===== src/rtl/number_div_pkg.sv =====
// Shared types and defaults for the sequential number divider.
// Provides the FSM state enum and default datapath widths.
package number_div_pkg;

    typedef enum logic [1:0] {
        S_IDLE,
        S_DIVIDE,
        S_DONE
    } state_t;

    localparam int DEF_WIDTH = 8;
    localparam int DEF_DW    = 4;

endpackage


===== src/rtl/number_divider_fsm_div_step.sv =====
// div_step: one combinational restoring-division step.
// Ports: rem_in (DW+1 partial remainder), bit_in (next dividend bit),
//        divisor (DW) -> rem_out (DW+1 next remainder), q (quotient bit).
module div_step #(
    parameter int DW = 4
) (
    input  logic [DW:0]   rem_in,
    input  logic          bit_in,
    input  logic [DW-1:0] divisor,
    output logic [DW:0]   rem_out,
    output logic          q
);

    logic [DW:0] shifted;
    logic [DW:0] dvs;

    assign shifted = {rem_in[DW-1:0], bit_in};
    assign dvs     = {1'b0, divisor};

    // rem_in[DW] is the bit shifted out; if set the true value already
    // exceeds any DW-bit divisor, and the DW+1-bit subtract stays exact.
    assign q       = rem_in[DW] | (shifted >= dvs);
    assign rem_out = q ? (shifted - dvs) : shifted;

endmodule


===== src/rtl/number_divider_fsm.sv =====
// Sequential parity classifier and restoring divider, one bit per cycle.
// Ports: clk, rst (sync, active-high), start/number/divisor in;
//        ready, busy, done, result, quot, rem_val, err out.
module number_divider_fsm
    import number_div_pkg::*;
#(
    parameter int WIDTH = DEF_WIDTH,
    parameter int DW    = DEF_DW
) (
    input  logic             clk,
    input  logic             rst,
    input  logic             start,
    input  logic [WIDTH-1:0] number,
    input  logic [DW-1:0]    divisor,
    output logic             ready,
    output logic             busy,
    output logic             done,
    output logic             result,
    output logic [WIDTH-1:0] quot,
    output logic [DW-1:0]    rem_val,
    output logic             err
);

    localparam int CW = $clog2(WIDTH);

    state_t           state;
    logic [WIDTH-1:0] dvd;
    logic [DW-1:0]    dsr;
    logic [DW:0]      prem;
    logic [CW-1:0]    cnt;
    logic [DW:0]      step_rem;
    logic             step_q;

    assign ready = (state == S_IDLE);
    assign busy  = (state == S_DIVIDE);

    div_step #(
        .DW(DW)
    ) u_step (
        .rem_in (prem),
        .bit_in (dvd[WIDTH-1]),
        .divisor(dsr),
        .rem_out(step_rem),
        .q      (step_q)
    );

    always_ff @(posedge clk) begin
        if (rst) begin
            state   <= S_IDLE;
            dvd     <= '0;
            dsr     <= '0;
            prem    <= '0;
            cnt     <= '0;
            done    <= 1'b0;
            result  <= 1'b0;
            quot    <= '0;
            rem_val <= '0;
            err     <= 1'b0;
        end else begin
            done <= 1'b0;
            unique case (state)
                S_IDLE: begin
                    if (start) begin
                        result <= number[0];
                        if (divisor == '0) begin
                            err     <= 1'b1;
                            quot    <= '1;
                            rem_val <= number[DW-1:0];
                            done    <= 1'b1;
                            state   <= S_DONE;
                        end else begin
                            err     <= 1'b0;
                            dvd     <= number;
                            dsr     <= divisor;
                            prem    <= '0;
                            quot    <= '0;
                            rem_val <= '0;
                            cnt     <= CW'(WIDTH - 1);
                            state   <= S_DIVIDE;
                        end
                    end
                end
                S_DIVIDE: begin
                    dvd     <= {dvd[WIDTH-2:0], 1'b0};
                    prem    <= step_rem;
                    quot    <= {quot[WIDTH-2:0], step_q};
                    rem_val <= step_rem[DW-1:0];
                    cnt     <= cnt - 1'b1;
                    // Last step retires bit 0; results land as DONE is entered.
                    if (cnt == '0) begin
                        done  <= 1'b1;
                        state <= S_DONE;
                    end
                end
                S_DONE: begin
                    state <= S_IDLE;
                end
                default: begin
                    state <= S_IDLE;
                end
            endcase
        end
    end

endmodule


===== config.mk =====
export PLATFORM = sky130hd
export DESIGN_NAME = number_divider_fsm
export DESIGN_NICKNAME = d
export VERILOG_FILES = /design/src/rtl/number_div_pkg.sv /design/src/rtl/number_divider_fsm_div_step.sv /design/src/rtl/number_divider_fsm.sv
export SDC_FILE = /design/constraint.sdc
export NUM_CORES = 1
export LEC_CHECK = 0
export CORE_MARGIN = 2
export CORE_UTILIZATION = 50
export CTS_CLUSTER_DIAMETER = 150
export DETAILED_ROUTE_END_ITERATION = 10
export PLACE_DENSITY = 0.77
export REMOVE_ABC_BUFFERS = 1
export SYNTH_ARGS = -nofsm -noshare
export SYNTH_HDL_FRONTEND = slang
export SYNTH_SLANG_ARGS = --single-unit

===== constraint.sdc =====
create_clock -name clk -period 4.8 [get_ports clk]
set_input_delay 1.44 -clock clk [delete_from_list [all_inputs] [get_ports clk]]
set_output_delay 1.44 -clock clk [all_outputs]
set_load 0.01 [all_outputs]

**After elaboration in Yosys (flattened, before gate mapping)**

Cells that the tools add are included.

- Add/sub/neg operators: 2
- Magnitude comparators: 1
- Equality and inequality tests: 4
- Muxes and demuxes: 24
- Bitwise gates (word level): 2
- Reduce and logical (&&, ||, !) cells: 9

Operators with widths:

| kind | number |
|---|---|
| two-way mux 8 bit | 4 |
| case mux 8 bit (2 select lines) | 2 |
| two-way mux 5 bit | 3 |
| case mux 5 bit (2 select lines) | 1 |
| two-way mux 4 bit | 2 |
| case mux 4 bit (2 select lines) | 1 |
| two-way mux 2 bit | 3 |
| two-way mux 3 bit | 2 |
| case mux 3 bit (2 select lines) | 1 |
| AND reduction 2 bit | 3 |
| AND reduction 3 bit | 2 |
| greater-or-equal comparator 5 x 4 -> 1 bit | 1 |
| subtractor 5 x 4 -> 5 bit | 1 |
| logical NOT 4 bit | 1 |
| inequality test 2 bit, second input constant | 2 |
| case mux 2 bit (2 select lines) | 1 |
| logical NOT 3 bit | 1 |
| two-way mux 1 bit | 3 |
| subtractor 3 x 1 -> 3 bit, second input constant | 1 |
| equality test 2 x 1 -> 1 bit, second input constant | 1 |
| logical NOT 2 bit | 1 |
| inequality test 2 x 1 -> 1 bit, second input constant | 1 |
| case mux 1 bit (2 select lines) | 1 |
| nonzero test 2 bit | 1 |
| other kinds (2) | 2 |

- Bits in registers: 37
- Word-level logic and storage cells: 52

**Longest topological paths before layout**

- Depth after elaboration: 4
- Depth in mapped cells: 9
- Gate-level depth less buffers: 9

**Hierarchy**

A second synthesis with hierarchy kept.

- Cells, all modules: 203
- Area total of the unflattened synthesis: 1,875.5 µm²

By module, submodules not included:

| module | instances | cells each | area an instance (µm²) |
|---|---|---|---|
| number_divider_fsm | 1 | 169 | 1,582.8 |
| div_step | 1 | 34 | 292.8 |

**Least setup slack after synthesis**

Ideal clock, no wire load.

- Path type: in2reg
- Start point: input port divisor[3]
- End point: register dvd[1]
- Arrival: 2.512 ns
- Data required time: 4.672 ns
- Setup slack: 2.161 ns
- Stages on the path: 4
- Path buffers: 0
- Cells stage by stage: or4_4 > and3_4 > a222oi_1 > nor2_1

- Longest elaborated chain between the ends: 3

Ends and longest elaborated chain:

| what | line | RTL |
|---|---|---|
| start: declaration | number_divider_fsm.sv:14 | `input logic [DW-1:0] divisor,` |
| logical NOT 4 bit | number_divider_fsm.sv:65 | `if (divisor == '0) begin` |
| inequality test 2 bit (no line) | n/a |  |
| AND reduction 3 bit (no line) | n/a |  |
| end signal: assignment | number_divider_fsm.sv:73 | `dvd <= number;` |
| end signal: assignment | number_divider_fsm.sv:84 | `dvd <= {dvd[WIDTH-2:0], 1'b0};` |
| end: declaration | number_divider_fsm.sv:27 | `logic [WIDTH-1:0] dvd;` |

No other way between the ends.
A chain may end at the register's enable or synchronous reset.

**Final worst setup path**

- Start point: register state[0]
- End point: output port busy

- Longest elaborated chain between the ends: 1

Ends and longest elaborated chain:

| what | line | RTL |
|---|---|---|
| start: declaration | number_divider_fsm.sv:26 | `state_t state;` |
| start signal: assignment | number_divider_fsm.sv:49 | `state <= S_IDLE;` |
| start signal: assignment | number_divider_fsm.sv:70 | `state <= S_DONE;` |
| start signal: assignment | number_divider_fsm.sv:79 | `state <= S_DIVIDE;` |
| equality test 2 x 1 -> 1 bit | number_divider_fsm.sv:35 | `assign busy = (state == S_DIVIDE);` |
| end: declaration | number_divider_fsm.sv:16 | `output logic busy,` |

No other way between the ends.

==> results.py <==
metrics = {
    "status": {
        "outcome": "complete, no violations",
    },
    "sta": {
        "min_period_ps": 3358,
        "totalNegativeSetupSlack_ps": 0,
        "final.period_utilization_pct": 69.96,
        "worst_slack_ps": 1442,
        "grt_setup_unrepaired": "no",
        "clock_skew_ps": 12.82,
        "fmax_achieved_mhz": 297.8,
        "slew_headroom_pct": 41.06,
        "worst_pin_slew_ps": 884.1,
        "hold_violations_final": 0,
        "setup_viol": 0,
        "final-max-slew-violation-count": 0,
    },
    "min_path": {
        "holdCritStartpoint": "dvd[0]",
        "min_path_type": "reg -> reg",
    },
    "clock_network": {
        "clkSinkCount": 37,
        "postCtsSetupRepairBufs": 0,
        "clk_root_buffer_cell": "clkbuf_4",
        "worst_skew_pair.late_latency_ps": 350,
        "max-clock-path-buffers": 2,
        "ctsHtreeMaxLevel": 2,
        "cts.repair.resized": 0,
        "worst_setup_hold_path_clk_slew_ps": 120,
        "postCtsHoldBufs": 0,
        "cts_made_buffers": 5,
        "cts_tree": "built",
    },
    "floorplanning": {
        "fp-row-count": 21,
        "core-area_um2": 3363,
        "dieArea_um2": 4022,
        "initial_core_util_pct": 52.49,
        "dieWidth_um": 63.42,
        "ios": 32,
        "dieHeight_um": 63.42,
    },
    "worst_setup_path": {
        "ff2ff_setup_slack_ps": 2750,
        "critPathCaptureType": "output port",
        "rr_startpoint": "state[0]",
        "cp.arrival_ps": 1920,
        "startpoint": "state[0]",
        "worst-endpoint-required_ps": 3360,
        "worst_setup_path_start_kind": "flop",
        "setup.worst_path.class": "reg -> out",
        "critical_path.max_fanout": 10,
    },
    "global_routing": {
        "grt_use_met2_pct": 37.11,
        "grt_util_all_layers_pct": 21.83,
        "grt-busiest-layer": "met2",
        "globalRouteMet3Util_pct": 5.357,
        "pin_count_of_the_biggest_net_entering_global_routing": 24,
        "grt_remaining_overflow": 0,
        "gr-usage-met1_pct": 26.57,
        "grt_first_pass_wirelength_um": 6893,
        "first_global_vias": 1504,
        "grt_antenna_before_repair": 0,
    },
    "final_layout": {
        "antenna_cells_inserted": 0,
        "design.final.nets": 247,
        "fraction_of_layout_instances_using_a_drive_strength_above_1_pct": 13.27,
        "layout_commonest_cell": "dfxtp_1",
        "multi_input_comb_area_um2": 927.1,
        "area.sequential_um2": 740.7,
        "area_growth_pct": 23.74,
        "layout.filler_cells": 316,
        "final_cell_mix": "37 x dfxtp_1, 31 x clkdlybuf4s50_1, 30 x nor2_1",
    },
    "synthesis": {
        "cell_area_after_synthesis_um2": 1765,
        "yosys_warnings": 0,
        "synthesis.instances": 195,
        "synth.yosys.seq_area_share_pct": 41.96,
        "synth.avg_cell_area_um2": 9.054,
        "post_synth_num_cell_types": 43,
        "synth_top_flop_cell": "dfxtp_1",
        "ys_ff_latch": 37,
        "synth_async_sr_flop_share_pct": 0,
        "synth_enable_flop_cells": 0,
    },
    "flow_run": {
        "maxCapViolCount": 0,
    },
    "routing": {
        "drcViolationCount": 0,
        "detailroute.via_count": 1555,
        "first_iter_violations": 109,
        "route.detailed.wl_per_inst_um": 15.28,
        "route.antenna.remaining_nets": 0,
        "drt-pass1-iter-count": 4,
        "vias_per_cell": 5.717,
        "postRouteWirelength_um": 4155,
    },
    "place": {
        "numPortBuffers": 31,
        "minimum_setup_slack_after_placement_ps": 1299,
        "dpl.hpwl_um": 2986,
        "place.gp.congestion": 0.8031,
    },
    "pwr": {
        "power.density_cell_area_nw_per_um2": 379.2,
        "vdd.ir_drop.worst_mv": 0.2497,
        "power_leakage_nw": 0.8642,
    },
}
per-layer routing:
layer	wire length, um	part of all wire [%]
met1	1895	46
met2	1995	48
met3	203	4.9
met4	61	1.5
met5	0	0
sequential cells by signal, indices dropped and copies added (netlist names):
signal   cells
dsr          4
quot         8
done         1
prem         5
rem_val      4
err          1
cnt          3
state        2
result       1
dvd          8
Yosys cell counts, types with 2 or more instances:
master,count,share of area (%)
dfxtp_1,37,42
nor2_1,30,6.4
nand2_1,13,2.8
inv_1,10,2.1
a21oi_1,9,2.6
a21oi_2,7,3.5
a22oi_1,7,3.0
nor3_2,7,4.0
ha_1,6,4.3
nor3_1,6,1.7
a21o_1,5,2.1
a311oi_1,5,2.5
clkbuf_1,5,1.1
o21bai_1,4,1.7
a222oi_1,3,1.7
buf_2,3,0.85
mux2i_1,3,1.7
nand3_1,3,0.85
o21ai_0,3,0.85
buf_4,2,0.85
nand2b_1,2,0.71
nand4_1,2,0.71
nor2b_1,2,0.71
xnor2_1,2,0.99
report_power, final:
part | switching (mW) | total, mW | internal (mW)
clock | 0.111 | 0.235 | 0.124
combinational | 0.128 | 0.234 | 0.105
sequential | 0.0219 | 0.360 | 0.338
stage by stage:
stage	util, %	total power, mW	instances	hold slack (ps)	instance area [um2]
4_1_cts	64.96	0.8293	272	479.9	2185
3_3_place_gp	62.31	0.5888	264	449.8	2096
3_5_place_dp	62.31	0.5974	264	464.0	2096
2_1_floorplan	-	0.5135	184	425.4	1705
5_1_grt	64.96	0.8665	272	514.2	2185
6_report	64.96	0.8285	272	476.8	2185
worst max-delay path: stages (launching register included):
cell	delay, ps
dfxtp_1	530
nand2b_1	320
inv_1	160
clkdlybuf4s50_1	550
worst paths after layout:
path	endpoint	cells after the start
max	busy	3
max reg2reg	dvd[3]	5
min	dvd[0]	2
min reg2reg	dvd[0]	2
logic make-up (layout without fill, tap and decap cells):
family                     Yosys count  count (layout)  share of synthesized area (%)
adders and majority gates            7               7                          5.386
muxes                                3               3                          1.701
AOI/OAI and AO/OA                   51              51                          22.61
DFF                                 37              37                          41.96
xor gates and xnor gates             3               3                          1.489
and+or+nand+nor                     73              73                          21.33
buffers and inverters               21              52                          5.528
final cells by class:
cell class,instances,share of cell area (%)
Clock buffer,6,2.348
Clock inverter,2,1.718
Inverter,10,1.718
Multi-Input combinational cell,137,42.44
Sequential cell,37,33.91
Tap cell,46,2.635
Timing Repair Buffer,34,15.23
(Power assumes the default switching activity.)
